<file path="src/rtl/cpu_timing_pkg.sv">
// Shared beat/phase encodings and the beat sequencing rule for beat_timing_gen.
package cpu_timing_pkg;

  localparam int BEATS_PER_PHASE_MAX = 3;

  typedef enum logic [1:0] {BEAT_W1, BEAT_W2, BEAT_W3} beat_e;
  typedef enum logic [$clog2(BEATS_PER_PHASE_MAX)-1:0] {PH_T1, PH_T2, PH_T3} phase_e;

  // W3 and any illegal encoding fall back to W1
  function automatic beat_e next_beat(beat_e cur, logic short_fb, logic long_fb);
    case (cur)
      BEAT_W1: next_beat = short_fb ? BEAT_W1 : BEAT_W2;
      BEAT_W2: next_beat = long_fb ? BEAT_W3 : BEAT_W1;
      default: next_beat = BEAT_W1;
    endcase
  endfunction

  function automatic logic [2:0] beat_levels(beat_e b);
    case (b)
      BEAT_W2: beat_levels = 3'b010;
      BEAT_W3: beat_levels = 3'b001;
      default: beat_levels = 3'b100;
    endcase
  endfunction

endpackage

</file>
<file path="src/rtl/qd_sync_edge.sv">
// Synchronizes the asynchronous qd button and emits a 1-clk pulse on its rising edge.
module qd_sync_edge #(
  parameter int SYNC_STAGES = 2
) (
  input  logic clk,
  input  logic clr,
  input  logic d,
  output logic pulse
);

  logic [SYNC_STAGES-1:0] sync_q;
  logic                   prev_q;

  always_ff @(posedge clk or negedge clr) begin
    if (!clr) begin
      sync_q <= '0;
      prev_q <= 1'b0;
    end else begin
      sync_q <= {sync_q[SYNC_STAGES-2:0], d};
      prev_q <= sync_q[SYNC_STAGES-1];
    end
  end

  assign pulse = sync_q[SYNC_STAGES-1] & ~prev_q;

endmodule

</file>
<file path="src/rtl/beat_timing_gen.sv">
// Machine-cycle timing generator: t1/t2/t3 phase strobes and w1/w2/w3 beat levels.
// Define SINGLE_STEP_EN to add the dp port, which halts after every beat like stop.
module beat_timing_gen
  import cpu_timing_pkg::*;
#(
  parameter int PHASE_CYCLES = 1,
  parameter int SYNC_STAGES  = 2
) (
  input  logic clk,
  input  logic clr,
  input  logic qd,
  input  logic short,
  input  logic long,
  input  logic stop,
`ifdef SINGLE_STEP_EN
  input  logic dp,
`endif
  output logic t1,
  output logic t2,
  output logic t3,
  output logic w1,
  output logic w2,
  output logic w3,
  output logic running
);

  localparam int PW = (PHASE_CYCLES > 1) ? $clog2(PHASE_CYCLES) : 1;
  localparam logic [PW-1:0] PRESC_LAST = PW'(PHASE_CYCLES - 1);

  beat_e          beat;
  beat_e          beat_nxt;
  phase_e         phase;
  logic [PW-1:0]  presc;
  logic           start;
  logic           halt_req;
  logic           phase_last;

  qd_sync_edge #(.SYNC_STAGES(SYNC_STAGES)) u_qd_sync (
    .clk  (clk),
    .clr  (clr),
    .d    (qd),
    .pulse(start)
  );

`ifdef SINGLE_STEP_EN
  assign halt_req = stop | dp;
`else
  assign halt_req = stop;
`endif

  assign phase_last = (presc == PRESC_LAST);
  assign beat_nxt   = next_beat(beat, short, long);

  // A start pulse only counts while halted; the clk after running rises is a
  // dead cycle, after which T1 of the held beat begins.
  always_ff @(posedge clk or negedge clr) begin
    if (!clr) begin
      beat         <= BEAT_W1;
      phase        <= PH_T1;
      presc        <= '0;
      running      <= 1'b0;
      {t1, t2, t3} <= 3'b000;
      {w1, w2, w3} <= 3'b100;
    end else if (!running) begin
      presc        <= '0;
      phase        <= PH_T1;
      {t1, t2, t3} <= 3'b000;
      if (start) running <= 1'b1;
    end else if (!(t1 | t2 | t3)) begin
      presc        <= '0;
      phase        <= PH_T1;
      {t1, t2, t3} <= 3'b100;
    end else if (!phase_last) begin
      presc <= presc + PW'(1);
    end else begin
      presc <= '0;
      case (phase)
        PH_T1: begin
          phase        <= PH_T2;
          {t1, t2, t3} <= 3'b010;
        end
        PH_T2: begin
          phase        <= PH_T3;
          {t1, t2, t3} <= 3'b001;
        end
        PH_T3: begin
          // Beat boundary: feedback is sampled here and nowhere else
          beat         <= beat_nxt;
          {w1, w2, w3} <= beat_levels(beat_nxt);
          phase        <= PH_T1;
          if (halt_req) begin
            running      <= 1'b0;
            {t1, t2, t3} <= 3'b000;
          end else begin
            {t1, t2, t3} <= 3'b100;
          end
        end
        default: begin
          beat         <= BEAT_W1;
          {w1, w2, w3} <= 3'b100;
          phase        <= PH_T1;
          {t1, t2, t3} <= 3'b100;
        end
      endcase
    end
  end

endmodule

</file>
<file path="config.mk">
export PLATFORM = sky130hd
export DESIGN_NAME = beat_timing_gen
export DESIGN_NICKNAME = d
export VERILOG_FILES = /design/src/rtl/cpu_timing_pkg.sv /design/src/rtl/qd_sync_edge.sv /design/src/rtl/beat_timing_gen.sv
export SDC_FILE = /design/constraint.sdc
export NUM_CORES = 1
export LEC_CHECK = 0
export ABC_AREA = 1
export BUFFER_PORTS_ARGS = -buffer_cell sky130_fd_sc_hd__clkbuf_2
export CAP_MARGIN = 0
export CORE_AREA = 3 3 40 42
export CTS_CLUSTER_SIZE = 40
export DETAILED_ROUTE_END_ITERATION = 10
export DIE_AREA = 0 0 43 45
export SYNTH_ARGS = -nofsm -noshare
export SYNTH_HDL_FRONTEND = slang
export SYNTH_SLANG_ARGS = --single-unit
</file>
<file path="constraint.sdc">
create_clock -name clk -period 1.35 [get_ports clk]
set_input_delay 0.27 -clock clk [delete_from_list [all_inputs] [get_ports clk]]
set_output_delay 0.27 -clock clk [all_outputs]
set_load 0.1 [all_outputs]
</file>
### Word-level counts from Yosys, hierarchy flattened

Index checks and enable logic that the tools add are counted.
W data, S select, Z words.

* muxes and demuxes: 33
* equality and inequality tests: 6
* bitwise gates (word level): 6
* reduce and logical (&&, ||, !) cells: 4
* $add $sub $neg: 1

Operators with widths (count)
* $mux W1: 21
* $pmux W2 S2: 3
* $mux W2: 4
* $pmux W1 S2: 4
* $eq A2 B1 Y1 const B: 3
* $pmux W3 S2: 1
* $eq A2 B2 Y1 const B: 2
* $logic_not A2 Y1: 2
* $reduce_and A4 Y1: 1
* $ne A3 B3 Y1 const B: 1
* $not A1 Y1: 3
* $or A1 B1 Y1: 2
* $reduce_or A2 Y1: 1
* $add A1 B1 Y1 const B: 1
* $and A1 B1 Y1: 1

* output and inout port bits: 7
* bits of input ports: 6
* register bits after elaboration: 15
* word-level logic and storage cells: 62

### Depth between registers and ports, before layout

Gate-level depths: netlist of run 1.

* word-level depth: 6
* mapped depth: 9
* mapped depth without buffers: 9

### Modules after synthesis

From an unflattened synthesis of run 1, not the netlist that was laid out.

* cells, all modules: 53
* area total of the unflattened synthesis: 501.7 um2

By module, submodules not included
* beat_timing_gen: area each 416.6 um2, cells an instance 48, sequential area each 226.5 um2, times used 1
* qd_sync_edge: area each 85.1 um2, cells an instance 5, sequential area each 75.1 um2, times used 1

### Least setup slack after synthesis of run 1

OpenSTA, ideal clock, no wires.

* kind: register to register
* start point: reg running
* end point: reg running
* cell stages (with the launch flop): 4
* arrival time: 1365 ps
* setup slack: -139 ps
* library setup time: 124 ps
* path through: dfrtp_1 > nand2_4 > nor3_1 > nor2_1

* cells in the longest elaborated chain, start to end: 1

Ends and longest elaborated chain
* start: declaration: line beat_timing_gen.sv:24 `output logic running`
* start signal: assignment: line beat_timing_gen.sv:61 `running <= 1'b0;`
* start signal: assignment: line beat_timing_gen.sv:68 `if (start) running <= 1'b1;`
* start signal: assignment: line beat_timing_gen.sv:92 `running <= 1'b0;`
* $mux W1: line beat_timing_gen.sv:64 `end else if (!running) begin`

No other way between the ends.
A chain may end at the register's enable or synchronous reset.

### Worst setup path after layout of run 1

* start point: reg w1
* end point: out w1

RTL lines
* start: declaration: line beat_timing_gen.sv:21 `output logic w1,`
* start signal: assignment: line beat_timing_gen.sv:89 `{w1, w2, w3} <= beat_levels(beat_nxt);`

No word-level cell between the ends.

==> impl_metrics.json, run 1 <==
{
  "port_buffers": 12,
  "grt_max_degree": 13,
  "r2r_setup_slack_ps": 150,
  "fin_skew_ps": 2.48,
  "cts_tree": "done",
  "synthAdderAreaFrac": 0.0253,
  "tightest_slew_ps": 300,
  "grt_pass1_wl_um": 1450,
  "synth_compound_area_frac": 0.0203,
  "min_path_type": "in -> reg",
  "synth-edff-count": 0,
  "synth_top_family_by_area": "simple AND/OR/NAND/NOR gates",
  "grt_usage": 0.0997,
  "cp.depth": 1,
  "utilization": 0.569,
  "async_flop_share": 1.00,
  "critical_path.cell_chain": "buf_12",
  "fp.dieW_um": 43,
  "drv_cap": 0,
  "drt_iter0_drc": 1,
  "core_area_um2": 1280,
  "run_status": "finished clean",
  "area_delta_synth_final_pct": 47.8,
  "finalSetupViolCount": 0,
  "synthesis.nets": 62,
  "yosys.area.top_type": "dfrtp_1",
  "synthMuxAreaShare": 0,
  "cp-endpoint": "w1",
  "slowest_stage": "dfstp_2",
  "synth_seq_cells": 12,
  "synthTopCellsByArea": "dfrtp_1 56%, nand2_1 14%, inv_1 6.8%",
  "cp_num_buf_inv": 1,
  "gp_congestion": 0.772,
  "synth_ff_type": "dfrtp_1",
  "ioPinCount": 13,
  "viasPerCell": 4.41,
  "antenna_found_initial": 0,
  "fp.dieH_um": 45,
  "crit_family": "flip-flops",
  "setup-tns-final_ps": 0,
  "reg2reg_depth": 9,
  "wl_um": 834,
  "yosysMostFrequentCell": "nand2_1",
  "r2r_end": "w1$_DFFE_PN1P_",
  "path_max_fanout": 2,
  "crit_required_ps": 1080,
  "dieArea_um2": 1940,
  "ys_types": 13,
  "synth_common_cells": "19 x nand2_1, 11 x dfrtp_1, 9 x inv_1",
  "grt_overflow_total": 0,
  "synth_xor_area_frac": 0,
  "fill_cells": 116,
  "yosysSeqAreaShare": 0.610,
  "synthCells": 55,
  "worst_setup_path_end_kind": "output port",
  "clockBufferDepth": 2,
  "max_clock_freq_ghz": 0.785,
  "setup.worst_path.start": "w1$_DFFE_PN1P_",
  "numCtsBuffers": 3,
  "crit_path_max_incr_delay_ps": 560,
  "first_pass_iters": 4,
  "layout_min_cycle_time_ps": 1270,
  "rsz0062_at_grt": "false",
  "drive_above_1_share": 0.333,
  "wire_per_inst_um": 9.59,
  "path_class": "reg -> out",
  "stdcell_count": 87,
  "vias": 384,
  "cts_root_buffer": "clkbuf_4",
  "synth_area_per_cell_um2": 8.99,
  "start_kind": "flip-flop",
  "yosys_warnings": 0,
  "diodes": 0,
  "route.detailed.drc": 0,
  "synth_area_um2": 494,
  "max_slew_margin": 0.800,
  "post-dp-hpwl_um": 613,
  "synth_top_cell_area_share": 0.557,
  "dpl.cell_count": 82,
  "fin_nets": 80,
  "rr_startpoint": "beat[0]$_DFFE_PN0P_",
  "path_clk_slew_ps": 80,
  "rows": 13,
  "synthSimpleGateAreaFrac": 0.276,
  "slew_viol_final": 0,
  "fin_crit_sh": 0.943,
  "clock_latency_ps": 270,
  "floorplan.initialDensity": 0.385,
  "htreeDepth": 1,
  "crit_arrival_ps": 1000,
  "finalHoldViolCount": 0,
  "postRouteAntennaNets": 0,
  "clock_sinks": 12,
  "grt_pass1_vias": 373
}
-- how the worst min path moves through the flow --
| stage | startpoint | end | slack [ps] | cells past startpoint |
|---|---|---|---|---|
| after CTS | qd | u_qd_sync.sync_q[0]$_DFF_PN0_ | 100 | 1 |
| after global placement | clr | beat[0]$_DFFE_PN0P_ | 170 | 1 |
| after floorplan | clr | beat[0]$_DFFE_PN0P_ | -30 | 0 |
| after global routing | qd | u_qd_sync.sync_q[0]$_DFF_PN0_ | 90 | 1 |
| final | qd | u_qd_sync.sync_q[0]$_DFF_PN0_ | 100 | 1 |
| after detailed placement | clr | beat[1]$_DFFE_PN0P_ | 170 | 1 |
-- cell usage in the layout (no fill, tap or decap), drive strengths merged --
master / synthesis / routed
nand2: 21 / 21
dfrtp: 11 / 11
inv: 9 / 9
clkbuf: 0 / 9
nor2: 8 / 8
buf: 0 / 7
a21oi: 1 / 1
nor3: 1 / 1
o21ai: 1 / 1
nand3: 1 / 1
ha: 1 / 1
dlygate4sd3: 0 / 1
dfstp: 1 / 1
-- flip-flops by register name (all words and copies together), names as in the netlist --
signal	count
u_qd_sync.sync_q	2
u_qd_sync.prev_q	1
w3	1
w1	1
beat	2
t1	1
phase	1
t3	1
w2	1
running	1
-- layout make-up --
| class | count | area, um^2 | area share |
|---|---|---|---|
| flip-flops and latches | 12 | 305 | 0.418 |
| repair buffers | 13 | 175 | 0.240 |
| multi-input cells | 34 | 161 | 0.221 |
| clock buffers | 4 | 36.3 | 0.0497 |
| inverters | 9 | 33.8 | 0.0462 |
| well taps | 15 | 18.8 | 0.0257 |
-- metrics by stage --
step	hold slack (ps)	setup slack, ps	instance area, um^2
after global routing	87.6	40.5	731
after global placement	169	129	682
final	104	76.9	731
after floorplan	-25.6	82.4	498
after detailed placement	174	120	682
after CTS	95.5	61.0	728
-- cell families after synthesis --
group | after synthesis
AOI/OAI and AO/OA | 2
DFF | 12
buffers and inverters | 9
and+or+nand+nor | 31
adders and majority gates | 1
-- routing by layer --
layer | share of wire | GRT usage | vias to the layer above
met5 | 0 | 0 | -
met4 | 0 | 0.0361 | 0
met3 | 0.089 | 0.0478 | 0
met2 | 0.46 | 0.147 | 12
met1 | 0.45 | 0.128 | 175
li1 | - | - | 197
-- what timing repair did --
item                                    4_1_cts  5_1_grt
setup buffers                                 0        0
hold buffers                                  1        0
endpoints found under the setup margin        0        1
gates resized for setup                       0        1
hold endpoints to repair                     11        0
Power of run 1 is left out: the tool's default activity adds up to more than one toggle a clock period on the data nets, which glitch-free logic cannot reach.
==> run 2: changes to the inputs <==
--- a/config.mk
+++ b/config.mk
@@ -6,12 +6,14 @@
 export NUM_CORES = 1
 export LEC_CHECK = 0
 export ABC_AREA = 1
+export ABC_CLOCK_PERIOD_IN_PS = 1350
 export BUFFER_PORTS_ARGS = -buffer_cell sky130_fd_sc_hd__clkbuf_2
 export CAP_MARGIN = 0
 export CORE_AREA = 3 3 40 42
 export CTS_CLUSTER_SIZE = 40
 export DETAILED_ROUTE_END_ITERATION = 10
 export DIE_AREA = 0 0 43 45
+export RECOVER_POWER = 50
 export SYNTH_ARGS = -nofsm -noshare
 export SYNTH_HDL_FRONTEND = slang
 export SYNTH_SLANG_ARGS = --single-unit
==> run 2 against run 1 <==
  * Wire length down 0.12%
  * Critical path depth unchanged
  * Sequential share of layout area up 0.072 points
  * Cell count is the same
  * Die area did not move
  * Worst setup slack did not move
==> impl_metrics.json, run 2 (synthesis results as in run 1) <==
{
  "crit_required_ps": 1080,
  "layout_commonest_cell": "nand2_1",
  "fin_nets": 80,
  "min_path_type": "in -> reg",
  "tightest_slew_ps": 642,
  "top_regs": "beat: 2 flops, u_qd_sync.sync_q: 2 flops",
  "layout_min_cycle_time_ps": 1270,
  "fp.dieH_um": 45,
  "r2r_end": "w1$_DFFE_PN1P_",
  "cts_tree": "done",
  "fin_skew_ps": 2.48,
  "slew_viol_final": 0,
  "path_class": "reg -> out",
  "finalSetupViolCount": 0,
  "diodes": 0,
  "fin_crit_sh": 0.943,
  "grt_max_degree": 13,
  "drive_above_1_share": 0.319,
  "crit_arrival_ps": 1000,
  "clockBufferDepth": 2,
  "min_from": "qd",
  "vias": 384,
  "r2r_setup_slack_ps": 150,
  "drv_cap": 0,
  "critical_path.cell_chain": "buf_12",
  "antenna_found_initial": 0,
  "max_clock_freq_ghz": 0.785,
  "drt_iter0_drc": 1,
  "setup-tns-final_ps": 0,
  "max_slew_margin": 0.572,
  "grt_usage": 0.0997,
  "wl_um": 833,
  "hold_depth": 1,
  "floorplan.initialDensity": 0.385,
  "post-dp-hpwl_um": 613,
  "cts_setup_buffers": 0,
  "cp_num_buf_inv": 1,
  "first_pass_iters": 4,
  "grt_pass1_wl_um": 1450,
  "worst_setup_path_end_kind": "output port",
  "crit_family": "flip-flops",
  "numCtsBuffers": 3,
  "clock_sinks": 12,
  "crit_path_max_incr_delay_ps": 560,
  "run_status": "finished clean",
  "cts_root_buffer": "clkbuf_4",
  "hold_end": "u_qd_sync.sync_q[0]$_DFF_PN0_",
  "start_kind": "flip-flop",
  "postRouteAntennaNets": 0,
  "area_delta_synth_final_pct": 47.6,
  "grt_pass1_vias": 373,
  "dpl_cell_area_um2": 682,
  "rsz0062_at_grt": "false",
  "path_clk_slew_ps": 80,
  "finalHoldViolCount": 0,
  "grt_overflow_total": 0,
  "route.detailed.drc": 0,
  "htreeDepth": 1,
  "ioPinCount": 13,
  "path_max_fanout": 2,
  "slowest_stage": "dfstp_2",
  "wire_per_inst_um": 9.57,
  "core_area_um2": 1280,
  "design_area_um2": 729,
  "dieArea_um2": 1940,
  "fill_cells": 116,
  "rr_startpoint": "beat[0]$_DFFE_PN0P_",
  "reg2reg_depth": 9,
  "viasPerCell": 4.41,
  "fp.dieW_um": 43,
  "port_buffers": 12,
  "rows": 13,
  "clock_latency_ps": 270,
  "layout_common_cells": "19 x nand2_1, 9 x inv_1, 8 x dfrtp_1",
  "gp_congestion": 0.772
}
-- run 2: cell counts in the layout (fill, tap and decap cells not counted) --
Identical to the previous run, type by type.
-- run 2: layout make-up --
cell class,count,area (um^2),area share
inverters,9,33.8,0.0463
well taps,15,18.8,0.0257
multi-input cells,34,161,0.221
repair buffers,13,174,0.238
clock buffers,4,36.3,0.0497
flip-flops and latches,12,305,0.419
-- run 2: worst max path at each step --
stage                                   start        endpoint  slack [ps]  depth (start not counted)
after global routing           w1$_DFFE_PN1P_              w1          40                          1
after detailed placement  beat[1]$_DFFE_PN0P_  w1$_DFFE_PN1P_         120                          9
final                          w1$_DFFE_PN1P_              w1          80                          1
after CTS                      w1$_DFFE_PN1P_              w1          60                          1
after floorplan                  t1$_DFF_PN0_    t1$_DFF_PN0_          80                          3
after global placement    beat[0]$_DFFE_PN0P_  w1$_DFFE_PN1P_         130                          9
-- run 2: what timing repair did --
action / in CTS / in global routing
hold buffers: 1 / 0
resized for setup: 0 / 1
endpoints found under the setup margin: 0 / 1
hold endpoints to repair: 11 / 0
-- run 2: layer usage --
layer / vias up / GRT usage / part of all wire
met1: 175 / 0.128 / 0.45
li1: 197 / - / -
met4: 0 / 0.0361 / 0
met5: - / 0 / 0
met2: 12 / 0.147 / 0.46
met3: 0 / 0.0478 / 0.089
-- run 2: metrics by stage --
step,hold WS (ps),utilization,instances,worst slack [ps]
2_1_floorplan,-25.6,-,55,82.4
3_3_place_gp,169,0.531,82,129
3_5_place_dp,174,0.531,82,120
4_1_cts,95.5,0.567,87,61.0
5_1_grt,87.6,0.568,87,40.5
6_report,104,0.568,87,76.9
Power of run 2 is left out for the same reason.
